==> src/rtl/ad9910_ctrl_pkg.sv <==
// Shared types for the AD9910 serial-port scheduler.
// Latency: n/a (types and constants only).
// Backpressure: n/a.
//
// Contents: FSM state enum, requester id, the latched transaction struct and
// the payload limits shared by the scheduler and its round-robin picker.
package ad9910_ctrl_pkg;

  // Scheduler FSM states.
  typedef enum logic [1:0] {
    ST_IDLE  = 2'd0,
    ST_ISSUE = 2'd1,
    ST_WAIT  = 2'd2,
    ST_IOUPD = 2'd3
  } sched_state_t;

  // Largest AD9910 register payload in bytes.
  localparam int MAX_BYTES = 8;

  // Storage widths of the transaction struct. The scheduler's DATA_WIDTH and
  // LEN_WIDTH parameters must not exceed these.
  localparam int TXN_DATA_W = 64;
  localparam int TXN_LEN_W  = 4;

  // Requester index: 0 = UART command decoder, 1 = timed-event sequencer.
  typedef logic req_id_t;

  // One register-write transaction as held between accept and completion.
  typedef struct packed {
    logic                  chip;   // 0 = DDS0 (csb), 1 = DDS1 (csb2)
    logic [7:0]            addr;   // instruction byte (R/W bit + address)
    logic [TXN_LEN_W-1:0]  len;    // payload bytes
    logic [TXN_DATA_W-1:0] data;   // payload, right-aligned
    logic                  ioupd;  // pulse IO_UPDATE after the frame
  } spi_txn_t;

endpackage

==> src/rtl/ad9910_rr_pick.sv <==
// Two-way round-robin picker for the scheduler's requesters.
// Latency: purely combinational, grant in the same cycle as valid.
// Backpressure: none; the caller decides whether the grant is taken.
//
// Ports:
//   vld    in  2  per-requester valid
//   ptr    in  1  requester that wins when both are valid
//   grant  out 2  one-hot grant, all zero when nothing is valid
//   win_id out 1  index of the granted requester (0 when nothing is valid)
module ad9910_rr_pick
  import ad9910_ctrl_pkg::*;
(
  input  logic [1:0] vld,
  input  req_id_t    ptr,
  output logic [1:0] grant,
  output req_id_t    win_id
);

  always_comb begin
    win_id = 1'b0;
    grant  = 2'b00;
    if (vld[0] && vld[1]) begin
      // Contention: the priority pointer names the winner.
      win_id = ptr;
    end else if (vld[1]) begin
      win_id = 1'b1;
    end
    if (vld != 2'b00) begin
      grant = win_id ? 2'b10 : 2'b01;
    end
  end

endmodule

==> src/rtl/ad9910_spi_scheduler.sv <==
// Shares one AD9910 serial-port engine between two requesters, round-robin.
// Latency: accept at edge k, eng_start in cycle k+1, WAIT from k+2.
// Backpressure: reqN_ready only in IDLE; requesters hold valid+payload until ready.
//
// Ports:
//   CLK100MHZ, RESET_N          clock, async active-low reset
//   reqN_valid/ready            per-requester handshake (N = 0, 1)
//   reqN_chip/addr/len/data     transaction payload, reqN_ioupd requests IO_UPDATE
//   eng_start                   one-cycle strobe to the SPI engine
//   eng_chip/addr/len/data      latched transaction, stable start..done
//   eng_done                    engine finished the frame (honoured in WAIT only)
//   io_update[chip]             IO_UPDATE pulse of IOUPD_CYCLES clocks
//   busy                        FSM not in IDLE
//   err_len                     one-cycle strobe: illegal length dropped
module ad9910_spi_scheduler
  import ad9910_ctrl_pkg::*;
#(
  parameter int DATA_WIDTH   = 64,
  parameter int LEN_WIDTH    = 4,
  parameter int IOUPD_CYCLES = 4
) (
  input  logic                  CLK100MHZ,
  input  logic                  RESET_N,

  input  logic                  req0_valid,
  output logic                  req0_ready,
  input  logic                  req0_chip,
  input  logic [7:0]            req0_addr,
  input  logic [LEN_WIDTH-1:0]  req0_len,
  input  logic [DATA_WIDTH-1:0] req0_data,
  input  logic                  req0_ioupd,

  input  logic                  req1_valid,
  output logic                  req1_ready,
  input  logic                  req1_chip,
  input  logic [7:0]            req1_addr,
  input  logic [LEN_WIDTH-1:0]  req1_len,
  input  logic [DATA_WIDTH-1:0] req1_data,
  input  logic                  req1_ioupd,

  output logic                  eng_start,
  output logic                  eng_chip,
  output logic [7:0]            eng_addr,
  output logic [LEN_WIDTH-1:0]  eng_len,
  output logic [DATA_WIDTH-1:0] eng_data,
  input  logic                  eng_done,

  output logic [1:0]            io_update,
  output logic                  busy,
  output logic                  err_len
);

  // Counter is loaded with IOUPD_CYCLES-1 so that the pulse spans exactly
  // IOUPD_CYCLES cycles including the cycle the counter reaches zero.
  localparam logic [3:0] IOUPD_LOAD = 4'(IOUPD_CYCLES - 1);

  sched_state_t state_q, state_d;
  spi_txn_t     txn_q;
  spi_txn_t     sel_txn;
  req_id_t      ptr_q;
  req_id_t      win_id;
  logic [1:0]   grant;
  logic [3:0]   ioupd_cnt_q;
  logic         err_len_q;
  logic         accept;
  logic         len_ok;

  // ---------------------------------------------------------------------------
  // Arbitration
  // ---------------------------------------------------------------------------
  ad9910_rr_pick u_pick (
    .vld    ({req1_valid, req0_valid}),
    .ptr    (ptr_q),
    .grant  (grant),
    .win_id (win_id)
  );

  // Payload of the current winner, widened to the struct's storage widths.
  always_comb begin
    sel_txn = '0;
    if (win_id == 1'b1) begin
      sel_txn.chip  = req1_chip;
      sel_txn.addr  = req1_addr;
      sel_txn.len   = TXN_LEN_W'(req1_len);
      sel_txn.data  = TXN_DATA_W'(req1_data);
      sel_txn.ioupd = req1_ioupd;
    end else begin
      sel_txn.chip  = req0_chip;
      sel_txn.addr  = req0_addr;
      sel_txn.len   = TXN_LEN_W'(req0_len);
      sel_txn.data  = TXN_DATA_W'(req0_data);
      sel_txn.ioupd = req0_ioupd;
    end
  end

  // Compared as int so the limit is not truncated by a narrow LEN_WIDTH.
  assign len_ok = (sel_txn.len != '0) && (int'(sel_txn.len) <= MAX_BYTES);

  // ---------------------------------------------------------------------------
  // FSM
  // ---------------------------------------------------------------------------
  always_ff @(posedge CLK100MHZ or negedge RESET_N) begin
    if (!RESET_N) begin
      state_q <= ST_IDLE;
    end else begin
      state_q <= state_d;
    end
  end

  always_comb begin
    state_d   = state_q;
    accept    = 1'b0;
    eng_start = 1'b0;
    busy      = 1'b1;
    io_update = 2'b00;
    unique case (state_q)
      ST_IDLE: begin
        busy = 1'b0;
        if (req0_valid || req1_valid) begin
          // Illegal lengths are still consumed so a bad requester cannot
          // stall the other one; they just never reach the engine.
          accept = 1'b1;
          if (len_ok) begin
            state_d = ST_ISSUE;
          end
        end
      end
      ST_ISSUE: begin
        eng_start = 1'b1;
        state_d   = ST_WAIT;
      end
      ST_WAIT: begin
        if (eng_done) begin
          state_d = txn_q.ioupd ? ST_IOUPD : ST_IDLE;
        end
      end
      ST_IOUPD: begin
        io_update = txn_q.chip ? 2'b10 : 2'b01;
        if (ioupd_cnt_q == 4'd0) begin
          state_d = ST_IDLE;
        end
      end
      default: begin
        state_d = ST_IDLE;
      end
    endcase
  end

  assign req0_ready = accept && grant[0];
  assign req1_ready = accept && grant[1];

  // ---------------------------------------------------------------------------
  // Datapath registers
  // ---------------------------------------------------------------------------

  // Only legal transactions overwrite the payload register, so eng_* keeps
  // showing the last frame actually sent to the engine.
  always_ff @(posedge CLK100MHZ or negedge RESET_N) begin
    if (!RESET_N) begin
      txn_q <= '0;
    end else if (accept && len_ok) begin
      txn_q <= sel_txn;
    end
  end

  // Priority goes to the requester that was not served, on every accept.
  always_ff @(posedge CLK100MHZ or negedge RESET_N) begin
    if (!RESET_N) begin
      ptr_q <= 1'b0;
    end else if (accept) begin
      ptr_q <= ~win_id;
    end
  end

  always_ff @(posedge CLK100MHZ or negedge RESET_N) begin
    if (!RESET_N) begin
      err_len_q <= 1'b0;
    end else begin
      err_len_q <= accept && !len_ok;
    end
  end

  always_ff @(posedge CLK100MHZ or negedge RESET_N) begin
    if (!RESET_N) begin
      ioupd_cnt_q <= '0;
    end else if ((state_q == ST_WAIT) && (state_d == ST_IOUPD)) begin
      ioupd_cnt_q <= IOUPD_LOAD;
    end else if ((state_q == ST_IOUPD) && (ioupd_cnt_q != 4'd0)) begin
      ioupd_cnt_q <= ioupd_cnt_q - 4'd1;
    end
  end

  // ---------------------------------------------------------------------------
  // Outputs
  // ---------------------------------------------------------------------------
  assign eng_chip = txn_q.chip;
  assign eng_addr = txn_q.addr;
  assign eng_len  = txn_q.len[LEN_WIDTH-1:0];
  assign eng_data = txn_q.data[DATA_WIDTH-1:0];
  assign err_len  = err_len_q;

endmodule

==> config.mk <==
export PLATFORM = sky130hd
export DESIGN_NAME = ad9910_spi_scheduler
export DESIGN_NICKNAME = d
export VERILOG_FILES = /design/src/rtl/ad9910_ctrl_pkg.sv /design/src/rtl/ad9910_rr_pick.sv /design/src/rtl/ad9910_spi_scheduler.sv
export SDC_FILE = /design/constraint.sdc
export NUM_CORES = 1
export LEC_CHECK = 0
export BUFFER_PORTS_ARGS = -buffer_cell sky130_fd_sc_hd__buf_4
export CAP_MARGIN = 20
export CORE_MARGIN = 3
export CORE_UTILIZATION = 35
export DETAILED_ROUTE_END_ITERATION = 12
export GPL_TIMING_DRIVEN = 0
export PLACE_DENSITY = 0.67
export SETUP_SLACK_MARGIN = 0.15
export SYNTH_ARGS = -nofsm -noshare
export SYNTH_HDL_FRONTEND = slang
export SYNTH_HIERARCHICAL = 1
export SYNTH_SLANG_ARGS = --single-unit
==> constraint.sdc <==
create_clock -name CLK100MHZ -period 3.83 [get_ports CLK100MHZ]
set_clock_uncertainty 0.2 [all_clocks]
set_input_delay 0.1915 -clock CLK100MHZ [delete_from_list [all_inputs] [get_ports CLK100MHZ]]
set_output_delay 0.1915 -clock CLK100MHZ [all_outputs]
set_load 0.01 [all_outputs]
==> metrics.txt <==
status=complete, no violations; CP max FO=10; nets@finish=908; RSZ-0062 raised after global routing=false; Startpoint Class=flip-flop; Synth Area in Simple Gates=3.46%; pin count of the biggest net entering global routing=87; Placed Area=0.00697 sq mm; Hold WS=0.0103 ns; layout cells sized above 1=56.5%; Max Fclk=320 MHz; grt total ovfl=0; post-synthesis cell area=0.00492 sq mm; Crit path depth=7; Mapped Cells=393; Reg2Reg Depth=7; Root Driver=clkbuf_16; Max clock buf depth=2; Synth area leaders=dfrtp_1 44%, mux2_2 18%, mux2_1 17%; # fillers=1049; port bufs=244; 1st-iter DRT viols=84; first-pass GRT wire length=22000 um; Post-synth top cells=86 x dfrtp_1, 78 x mux2_2, 76 x buf_4, 76 x mux2_1, 8 x clkbuf_1; Die Height=125 um; Avg Cell Area, Syn=12.5 sq um; final std cells w/o fill=927; Req. time, crit path=3.84 ns; Setup CP Type=reg2reg; count of flip-flops with a built-in enable after synthesis=0; Core Rows=42; relative slew slack=50.4%; initial antenna violation count=0; setup violators final=0; Die ar.=0.0155 sq mm; xor-xnor portion of the synthesized cell area=0.356%; post-route DRC violation count=0; DIE WIDTH=125 um; Vias=4123; core area=0.0135 sq mm; Pleak=0.00396 uW; CP Capture Type=flip-flop; drt total wl=13300 um; HP Class=in2reg; cell with the most instances after synthesis=dfrtp_1; Syn. warnings=6; Final Critical Period=3.13 ns; crit path cell chain=inv_1, a21boi_1, buf_2, clkbuf_1, mux2_2, dlygate4sd3_1, mux2_1; Inserted Clock Buffers=9; fin area=0.00824 sq mm; crit path DAT=3.14 ns; Compound-Gate Fraction of Synth Area=2.37%; placer congestion estimate=0.823; CTS tree=yes; Final Hold Violating Endpoints=0; Synth Net Count=555; post_cts resized=0; flops & latches, synth=86; ANT cells=0; Max IR drop VDD=0.000273 V; Seq/Total Area, Yosys=43.8%; Reg clk slew, reported paths=0.06 ns; CP delay by family, top=buffers and inverters; hold depth=3; Cell variety after synth=39; Pins Over Slew Limit=0; adder-cell share of the synthesized area=0.254%; area share of the largest cell type after synthesis=43.8%; Critical-path top delay cell=dlygate4sd3_1; vias in the first global route=4541; hpwl dp=9550 um; wire per inst=14.3 um; Synth-to-Final Area Change=67.5%; ANT nets after route=0; mux cell area share after synthesis=35.7%; TritonRoute pass-1 iters=4; asr flop ratio synth=100%; setup TNS=0 ns; crit path buf inv count=4; Initial Util=36.4%; CTS Sinks=86; CTS H-Tree Depth=3; largest family of logic cells by synthesized area=multiplexers; Post-Place Cells=813; max incr delay on CP=0.56 ns; Clk Latency, worst-skew pair=0.33 ns; Synth Flop Type=dfrtp_1; num ports=245; Max-cap violations=0; power per cell area=622 mW/mm^2; Total GRT Usage=17.3%; largest area contributor in the netlist=dfrtp_1; Tcrit/Tclk final=81.6%; worst slew pin tran=0.743 ns; Vias/cell=4.45
[flip-flops by register name, summed over array words and instances, names as in the netlist]
register / cells
state_q: 2
err_len: 1
ptr_q: 1
eng_addr: 8
txn_q: 1
eng_chip: 1
ioupd_cnt_q: 4
eng_len: 4
eng_data: 64
[layout make-up]
cell class | count | area [sq um] | area share [%]
Sequential cell | 86 | 2150 | 26.1
Buffer | 95 | 679 | 8.25
Inverter | 4 | 15.0 | 0.182
Tap cell | 176 | 220 | 2.67
Clock buffer | 12 | 246 | 2.99
Multi-Input combinational cell | 208 | 2070 | 25.1
Clock inverter | 4 | 22.5 | 0.273
Timing Repair Buffer | 342 | 2830 | 34.4
[per-stage QoR]
step,setup slack [ns],util [%],total power (uW)
3_5_place_dp,0.832,51.6,4230
6_report,0.704,61.0,5130
2_1_floorplan,1.49,-,3140
3_3_place_gp,0.851,51.6,4160
4_1_cts,0.672,60.8,5180
5_1_grt,0.528,61.0,5480
[placed cells by master, fill, tap and decap left out, types with 2 or more instances in the layout]
cell,instances
buf_4,320
dfrtp_1,86
a31oi_1,2
buf_6,4
a21oi_1,3
dlygate4sd3_1,97
mux2_2,78
nand2_1,5
inv_1,4
clkbuf_1,10
and3_1,2
nor2_1,5
nand3_1,3
and2_1,2
mux2_1,76
or3_1,2
mux2i_1,2
clkbuf_16,9
or2_1,2
xnor2_1,2
o21ai_0,3
nor2b_1,2
buf_2,6
a21boi_1,2
nor3_1,2
clkinv_2,3
[logic make-up (layout without fill, tap and decap cells)]
logic type      Yosys count  after routing
compound gates           18             18
xor+xnor                  2              2
fa+ha+maj                 1              1
buf+inv                  99            457
flops                    86             86
mux                     156            156
simple gates             31             31
[power breakdown]
group | switching, uW | leakage (uW) | total, uW | internal [uW]
sequential | 249 | 0.00103 | 1620 | 1370
clock | 344 | 0.000132 | 798 | 454
combinational | 991 | 0.00280 | 2710 | 1720
total | 1580 | 0.00396 | 5130 | 3540
[tightest hold or removal path, delay by kind of cell]
kind | cells | cell delay (ns)
buffers and inverters | 1 | 0.07
multiplexers | 2 | 0.25
[what timing repair did]
action,CTS,global route
buffers inserted,0,0
hold endpoints to repair,140,0
hold buffers,97,0
[path summary, 6_finish.rpt]
check | startpoint | endpoint | slack (ns)
max in group asynchronous | RESET_N | eng_data[34] | 2.63
min in group asynchronous | RESET_N | eng_data[0] | 0.18
setup reg to reg | ptr_q | eng_data[43] | 0.70
hold / removal | req1_ioupd | txn_q[0] | 0.01
hold reg to reg | eng_data[47] | eng_data[47] | 0.29
setup / recovery | ptr_q | eng_data[43] | 0.70
[routing by layer]
layer | track usage (%) | vias to the layer above | wire, um
met3 | 4.16 | 17 | 796
met5 | 0 | - | 0
met4 | 5.67 | 0 | 227
met2 | 31.1 | 158 | 6960
met1 | 20.1 | 1945 | 5290
li1 | - | 2003 | -
No activity file was read; power rests on OpenSTA's default activity.
